## src/rtl/ddr_tx_serializer.sv

```systemverilog
// ---------------------------------------------------------------------------
// ddr_tx_serializer
//
// Word-to-pair gearbox feeding an O_DDR output primitive. Words arrive over a
// valid/ready handshake and leave as one 2-bit pair per clock on DDR_D, with
// DDR_E marking valid pairs. A one-word prefetch buffer lets consecutive
// words stream with no idle cycle between them. An UNDERRUN pulse flags a
// non-last word that ran out with nothing queued behind it.
//
// Parameters:
//   WORD_W     input word width, even and >= 4 (BEATS = WORD_W/2 pairs)
//   IDLE_PAIR  value held on DDR_D whenever no data is being sent
//   LSB_FIRST  1: word[1:0] leaves first; 0: word[WORD_W-1:WORD_W-2] first
//
// Ports:
//   CLK       single clock, all state updates on the rising edge
//   RST_N     asynchronous active-low reset
//   IN_DATA   word to serialize
//   IN_LAST   word ends a burst (suppresses UNDERRUN after it)
//   IN_VALID  IN_DATA/IN_LAST valid
//   IN_READY  block can accept a word this cycle
//   DDR_D     pair to O_DDR D[1:0], registered
//   DDR_E     pair valid / O_DDR enable, registered
//   BUSY      a word is being shifted out
//   UNDERRUN  one-cycle pulse: non-last word finished with no successor
// ---------------------------------------------------------------------------
module ddr_tx_serializer #(
    parameter int unsigned WORD_W    = 8,
    parameter logic [1:0]  IDLE_PAIR = 2'b00,
    parameter bit          LSB_FIRST = 1'b1
) (
    input  logic              CLK,
    input  logic              RST_N,
    input  logic [WORD_W-1:0] IN_DATA,
    input  logic              IN_LAST,
    input  logic              IN_VALID,
    output logic              IN_READY,
    output logic [1:0]        DDR_D,
    output logic              DDR_E,
    output logic              BUSY,
    output logic              UNDERRUN
);

    localparam int unsigned BEATS = WORD_W / 2;
    localparam int unsigned CNT_W = $clog2(BEATS + 1);

    localparam logic [0:0] ST_IDLE  = 1'b0;
    localparam logic [0:0] ST_SHIFT = 1'b1;

    // -----------------------------------------------------------------------
    // Pair extraction helpers. The shift register always presents the next
    // pair at the same end, so the direction of the shift follows LSB_FIRST.
    // -----------------------------------------------------------------------
    function automatic logic [1:0] head_pair(input logic [WORD_W-1:0] w);
        if (LSB_FIRST) begin
            return w[1:0];
        end
        return w[WORD_W-1 -: 2];
    endfunction

    function automatic logic [WORD_W-1:0] tail_bits(input logic [WORD_W-1:0] w);
        if (LSB_FIRST) begin
            return w >> 2;
        end
        return w << 2;
    endfunction

    // -----------------------------------------------------------------------
    // State
    // -----------------------------------------------------------------------
    logic [0:0]        state_q,     state_d;
    logic [WORD_W-1:0] sreg_q,      sreg_d;
    logic [CNT_W-1:0]  cnt_q,       cnt_d;
    logic              cur_last_q,  cur_last_d;
    logic [WORD_W-1:0] buf_q,       buf_d;
    logic              buf_last_q,  buf_last_d;
    logic              buf_valid_q, buf_valid_d;
    logic [1:0]        ddr_d_q,     ddr_d_d;
    logic              ddr_e_q,     ddr_e_d;
    logic              underrun_q,  underrun_d;

    // Word selected for loading into the shifter this cycle, if any.
    logic              load_en;
    logic [WORD_W-1:0] load_word;
    logic              load_last;

    logic              accept;
    logic              last_beat;

    // Ready depends only on the buffer register, so there is no combinational
    // path from IN_VALID back to IN_READY.
    assign IN_READY  = !buf_valid_q;
    assign accept    = IN_VALID && IN_READY;
    assign last_beat = (cnt_q == CNT_W'(BEATS));

    // -----------------------------------------------------------------------
    // Next-state logic
    // -----------------------------------------------------------------------
    always_comb begin
        // NOTE: every signal assigned in this block gets a default first, so
        // no path through the case statement can infer a latch.
        state_d     = state_q;
        sreg_d      = sreg_q;
        cnt_d       = cnt_q;
        cur_last_d  = cur_last_q;
        buf_d       = buf_q;
        buf_last_d  = buf_last_q;
        buf_valid_d = buf_valid_q;
        ddr_d_d     = IDLE_PAIR;
        ddr_e_d     = 1'b0;
        underrun_d  = 1'b0;
        load_en     = 1'b0;
        load_word   = IN_DATA;
        load_last   = IN_LAST;

        case (state_q)
            ST_IDLE: begin
                if (accept) begin
                    load_en = 1'b1;
                end
            end

            ST_SHIFT: begin
                if (!last_beat) begin
                    // Mid-word: emit the next pair; an arriving word parks in
                    // the prefetch buffer.
                    ddr_d_d = head_pair(sreg_q);
                    ddr_e_d = 1'b1;
                    sreg_d  = tail_bits(sreg_q);
                    cnt_d   = cnt_q + CNT_W'(1);
                    if (accept) begin
                        buf_d       = IN_DATA;
                        buf_last_d  = IN_LAST;
                        buf_valid_d = 1'b1;
                    end
                end else if (buf_valid_q) begin
                    // Buffered word wins; IN_READY is low so no accept can
                    // collide with it.
                    load_en     = 1'b1;
                    load_word   = buf_q;
                    load_last   = buf_last_q;
                    buf_valid_d = 1'b0;
                end else if (accept) begin
                    // Successor arrived exactly in the final-pair cycle:
                    // bypass the buffer so DDR_E stays high.
                    load_en = 1'b1;
                end else begin
                    state_d    = ST_IDLE;
                    underrun_d = !cur_last_q;
                end
            end

            default: begin
                state_d = ST_IDLE;
            end
        endcase

        // Common word load: first pair goes straight to the output register,
        // the remaining pairs stay in the shifter.
        if (load_en) begin
            ddr_d_d    = head_pair(load_word);
            ddr_e_d    = 1'b1;
            sreg_d     = tail_bits(load_word);
            cnt_d      = CNT_W'(1);
            cur_last_d = load_last;
            state_d    = ST_SHIFT;
        end
    end

    // -----------------------------------------------------------------------
    // Registers
    // -----------------------------------------------------------------------
    always_ff @(posedge CLK or negedge RST_N) begin
        if (!RST_N) begin
            // NOTE: the word datapath (sreg, buf) is reset along with control
            // so that nothing undefined can reach the pad after reset, even
            // though buf_valid/cnt already mark it as don't-care.
            state_q     <= ST_IDLE;
            sreg_q      <= '0;
            cnt_q       <= '0;
            cur_last_q  <= 1'b0;
            buf_q       <= '0;
            buf_last_q  <= 1'b0;
            buf_valid_q <= 1'b0;
            ddr_d_q     <= IDLE_PAIR;
            ddr_e_q     <= 1'b0;
            underrun_q  <= 1'b0;
        end else begin
            // NOTE: non-blocking assignments here so every register samples
            // the pre-edge values computed above, independent of order.
            state_q     <= state_d;
            sreg_q      <= sreg_d;
            cnt_q       <= cnt_d;
            cur_last_q  <= cur_last_d;
            buf_q       <= buf_d;
            buf_last_q  <= buf_last_d;
            buf_valid_q <= buf_valid_d;
            ddr_d_q     <= ddr_d_d;
            ddr_e_q     <= ddr_e_d;
            underrun_q  <= underrun_d;
        end
    end

    assign DDR_D    = ddr_d_q;
    assign DDR_E    = ddr_e_q;
    assign UNDERRUN = underrun_q;
    assign BUSY     = (state_q == ST_SHIFT);

endmodule
```

## config.mk

```make
export PLATFORM = sky130hd
export DESIGN_NAME = ddr_tx_serializer
export DESIGN_NICKNAME = d
export VERILOG_FILES = /design/src/rtl/ddr_tx_serializer.sv
export SDC_FILE = /design/constraint.sdc
export NUM_CORES = 1
export LEC_CHECK = 0
export ABC_AREA = 1
export BUFFER_PORTS_ARGS = -buffer_cell sky130_fd_sc_hd__buf_4
export CAP_MARGIN = 20
export CORE_ASPECT_RATIO = 1.4
export CORE_MARGIN = 1.5
export CORE_UTILIZATION = 49
export CTS_CLUSTER_SIZE = 40
export DETAILED_ROUTE_END_ITERATION = 7
export PLACE_DENSITY_LB_ADDON = 0.2
export SYNTH_ARGS = -nofsm -noshare
export SYNTH_HDL_FRONTEND = slang
export SYNTH_SLANG_ARGS = --single-unit
```

## constraint.sdc

```tcl
create_clock -name CLK -period 1.5 [get_ports CLK]
set_clock_uncertainty 0.2 [all_clocks]
set_input_delay 0.45 -clock CLK [delete_from_list [all_inputs] [get_ports CLK]]
set_output_delay 0.45 -clock CLK [all_outputs]
set_load 0.01 [all_outputs]
```

==> results.json <==
{
  "status": "complete, but fails checks",
  "violations": "setup timing",
  "grt_use_total": 0.201,
  "final_common_cell": "nand2_1",
  "path_delay_family": "simple AND/OR/NAND/NOR gates",
  "root_buffer": "clkbuf_4",
  "arrival_ns": 1.60,
  "hold_viol": 0,
  "p_comb_frac": 0.547,
  "cts_buffer_depth": 2,
  "p_leak_uw": 0.000787,
  "rsz0062_at_grt": "true",
  "via_per_inst": 5.14,
  "crit_path_cell_trace": "inv_2 -> ha_4 -> nand2_8 -> nand2_8 -> inv_8 -> nor2_8 -> inv_8 -> nor2_2 -> a21oi_1",
  "grt_pass1_wl_mm": 4.02,
  "die_x_microns": 45.2,
  "port_buffers": 17,
  "synth_area_sq_um": 1220,
  "grt.overflow.total": 0,
  "fin_ws_ns": -0.0724,
  "cp.buffers_inverters": 3,
  "synth.net_count": 155,
  "io_pins": 18,
  "num_vias": 1013,
  "dr.pass1.iters": 4,
  "layout_common_cells": "nand2_1, dfrtp_1, buf_4",
  "drive_gt1_frac": 0.391,
  "max_freq_ghz": 0.636,
  "grt_max_degree": 26,
  "place_congestion": 0.783,
  "n_antenna_cell": 0,
  "fp.dieH_microns": 62.0,
  "ys_seq_area_frac": 0.513,
  "period_needed_ns": 1.57,
  "cts-buffers-inserted": 3,
  "pwr-share-clk": 0.099,
  "switching_share": 0.421,
  "cap_violations": 0,
  "syn_area_per_cell_sq_um": 8.65,
  "critPathLaunchType": "flop",
  "ant_nets": 0,
  "hpwl_mm": 1.70,
  "setup_viol": 11,
  "rows": 21,
  "grt_pass1_vias": 918,
  "h-tree-depth": 1,
  "yosysUniqueCellTypes": 21,
  "crit_fanout": 8,
  "tightest_slew_ns": 0.326,
  "cts_tree": "built",
  "post-route-drc-count": 0,
  "synth_top_area_frac": 0.513,
  "core_region_area_sq_um": 2360,
  "power_density_nw_per_um2": 1870,
  "p_int_uw": 1780,
  "fin_crit_sh": 1.05,
  "critPathCaptureType": "flop",
  "slew_headroom": 0.782,
  "synth.area.top_cells": "dfrtp_1, nand2_1, inv_1, o21ai_0, nor2_1",
  "clock_latency_ns": 0.32,
  "clkSinkCount": 25,
  "fp.dieArea_sq_um": 2800,
  "wl_per_cell_microns": 12.9,
  "synth_top_area_cell": "dfrtp_1",
  "cts.clk_slew.worst_paths_ns": 0.14,
  "wl_mm": 2.53,
  "initial_core_util": 0.516,
  "synth-seq-cells": 25,
  "syn_inst": 141,
  "design_area_sq_um": 1640,
  "antenna_found_initial": 0,
  "yosys_warnings": 0,
  "nets": 189,
  "vdd_drop_max_uv": 931,
  "cp_slowest_cell": "dfrtp_1",
  "hold_ws_ns": 0.0805,
  "crit_type": "reg2reg",
  "reg2reg_setup_slack_ns": -0.07,
  "dpl_cell_area_sq_um": 1400,
  "total_switching_power_uw": 1290,
  "power.share.sequential": 0.354,
  "cpPeakStageDelay_ns": 0.42,
  "areaGrowthSynthToFinish_pct": 34.6,
  "first_iter_violations": 28,
  "hold_class": "in2reg",
  "cp.required_ns": 1.52,
  "maxSlewViolCount": 0,
  "place_ws_ns": -0.0877
}
[power groups by stage]
| stage | logic, uW | registers (uW) | clock network (uW) |
|---|---|---|---|
| after floorplan | 888 | 1070 | 0 |
| after global placement | 1210 | 1070 | 0 |
| after detailed placement | 1250 | 1080 | 0 |
| after CTS | 1480 | 1060 | 314 |
| after global routing | 1850 | 1110 | 339 |
| final | 1680 | 1090 | 305 |
[layout make-up]
| class | instances | area [sq um] |
|---|---|---|
| repair buffers | 31 | 270 |
| inverters | 24 | 110 |
| fillers | 196 | 723 |
| well taps | 23 | 28.8 |
| multi-input cells | 90 | 576 |
| clock inverters | 1 | 7.51 |
| flip-flops and latches | 25 | 627 |
| clock buffers | 3 | 22.5 |
[cell usage after synthesis]
library cell / count
o211ai_1: 2
ha_1: 2
nand3_1: 5
buf_8: 1
nor4_1: 1
dfrtp_1: 25
inv_2: 2
inv_1: 20
nor2_8: 1
o21ai_1: 2
inv_4: 2
nor2_4: 2
buf_4: 1
a21oi_1: 6
buf_2: 1
nand2_4: 3
nor2_1: 14
nand2_1: 31
o21ai_0: 14
o21ai_2: 3
nand2_2: 3
[cells by family after synthesis]
kind of cell,Yosys count,synth area share
simple gates,60,0.242
fa+ha+maj,2,0.0205
flops,25,0.513
buf+inv,27,0.101
compound gates,27,0.124
[routing by layer]
metal | routed length, microns | track usage | up-vias
met5 | 0 | 0 | -
met4 | 23 | 0.0882 | 0
met3 | 68 | 0.0173 | 2
met2 | 1420 | 0.355 | 21
met1 | 1020 | 0.248 | 484
li1 | - | - | 506
[what timing repair did]
| item | 4_1_cts | 5_1_grt |
|---|---|---|
| hold buffers | 1 | 0 |
| setup endpoints to repair | 19 | 28 |
| gates resized for setup | 17 | 26 |
| endpoints found under the hold margin | 25 | 0 |
| pin swaps | 6 | 8 |
| setup buffers | 6 | 2 |
| cloned | 0 | 1 |
[worst reg2reg max path, delay by kind of cell, from the launching register on]
family	cells	cell delay [ns]
simple gates	4	0.44
flops	1	0.42
buf+inv	3	0.22
fa+ha+maj	1	0.16
compound gates	1	0.04
[through the flow]
step                      utilization  TNS (ns)  power, uW  instances
after global routing            0.694     -1.43       3300        197
after global placement          0.594    -0.279       2280        183
final                           0.694    -0.492       3070        197
after detailed placement        0.594    -0.478       2330        183
after floorplan                     -    -0.258       1960        141
after CTS                       0.655    -0.398       2860        194
[sequential cells by signal, summed over array words and instances, names as in the netlist]
register,count
cur_last_q,1
DDR_E,1
buf_q,8
buf_valid_q,1
buf_last_q,1
sreg_q,6
DDR_D,2
UNDERRUN,1
cnt_q,3
BUSY,1
[path summary, 6_finish.rpt]
kind,end,startpoint,depth (start not counted)
max reg2reg,sreg_q[0],cnt_q[1],9
min reg2reg,UNDERRUN,cur_last_q,1
min,UNDERRUN,IN_VALID,2
min in group asynchronous,buf_valid_q,RST_N,2
max in group asynchronous,BUSY,RST_N,2
max,sreg_q[0],cnt_q[1],9
(Power assumes the default switching activity.)
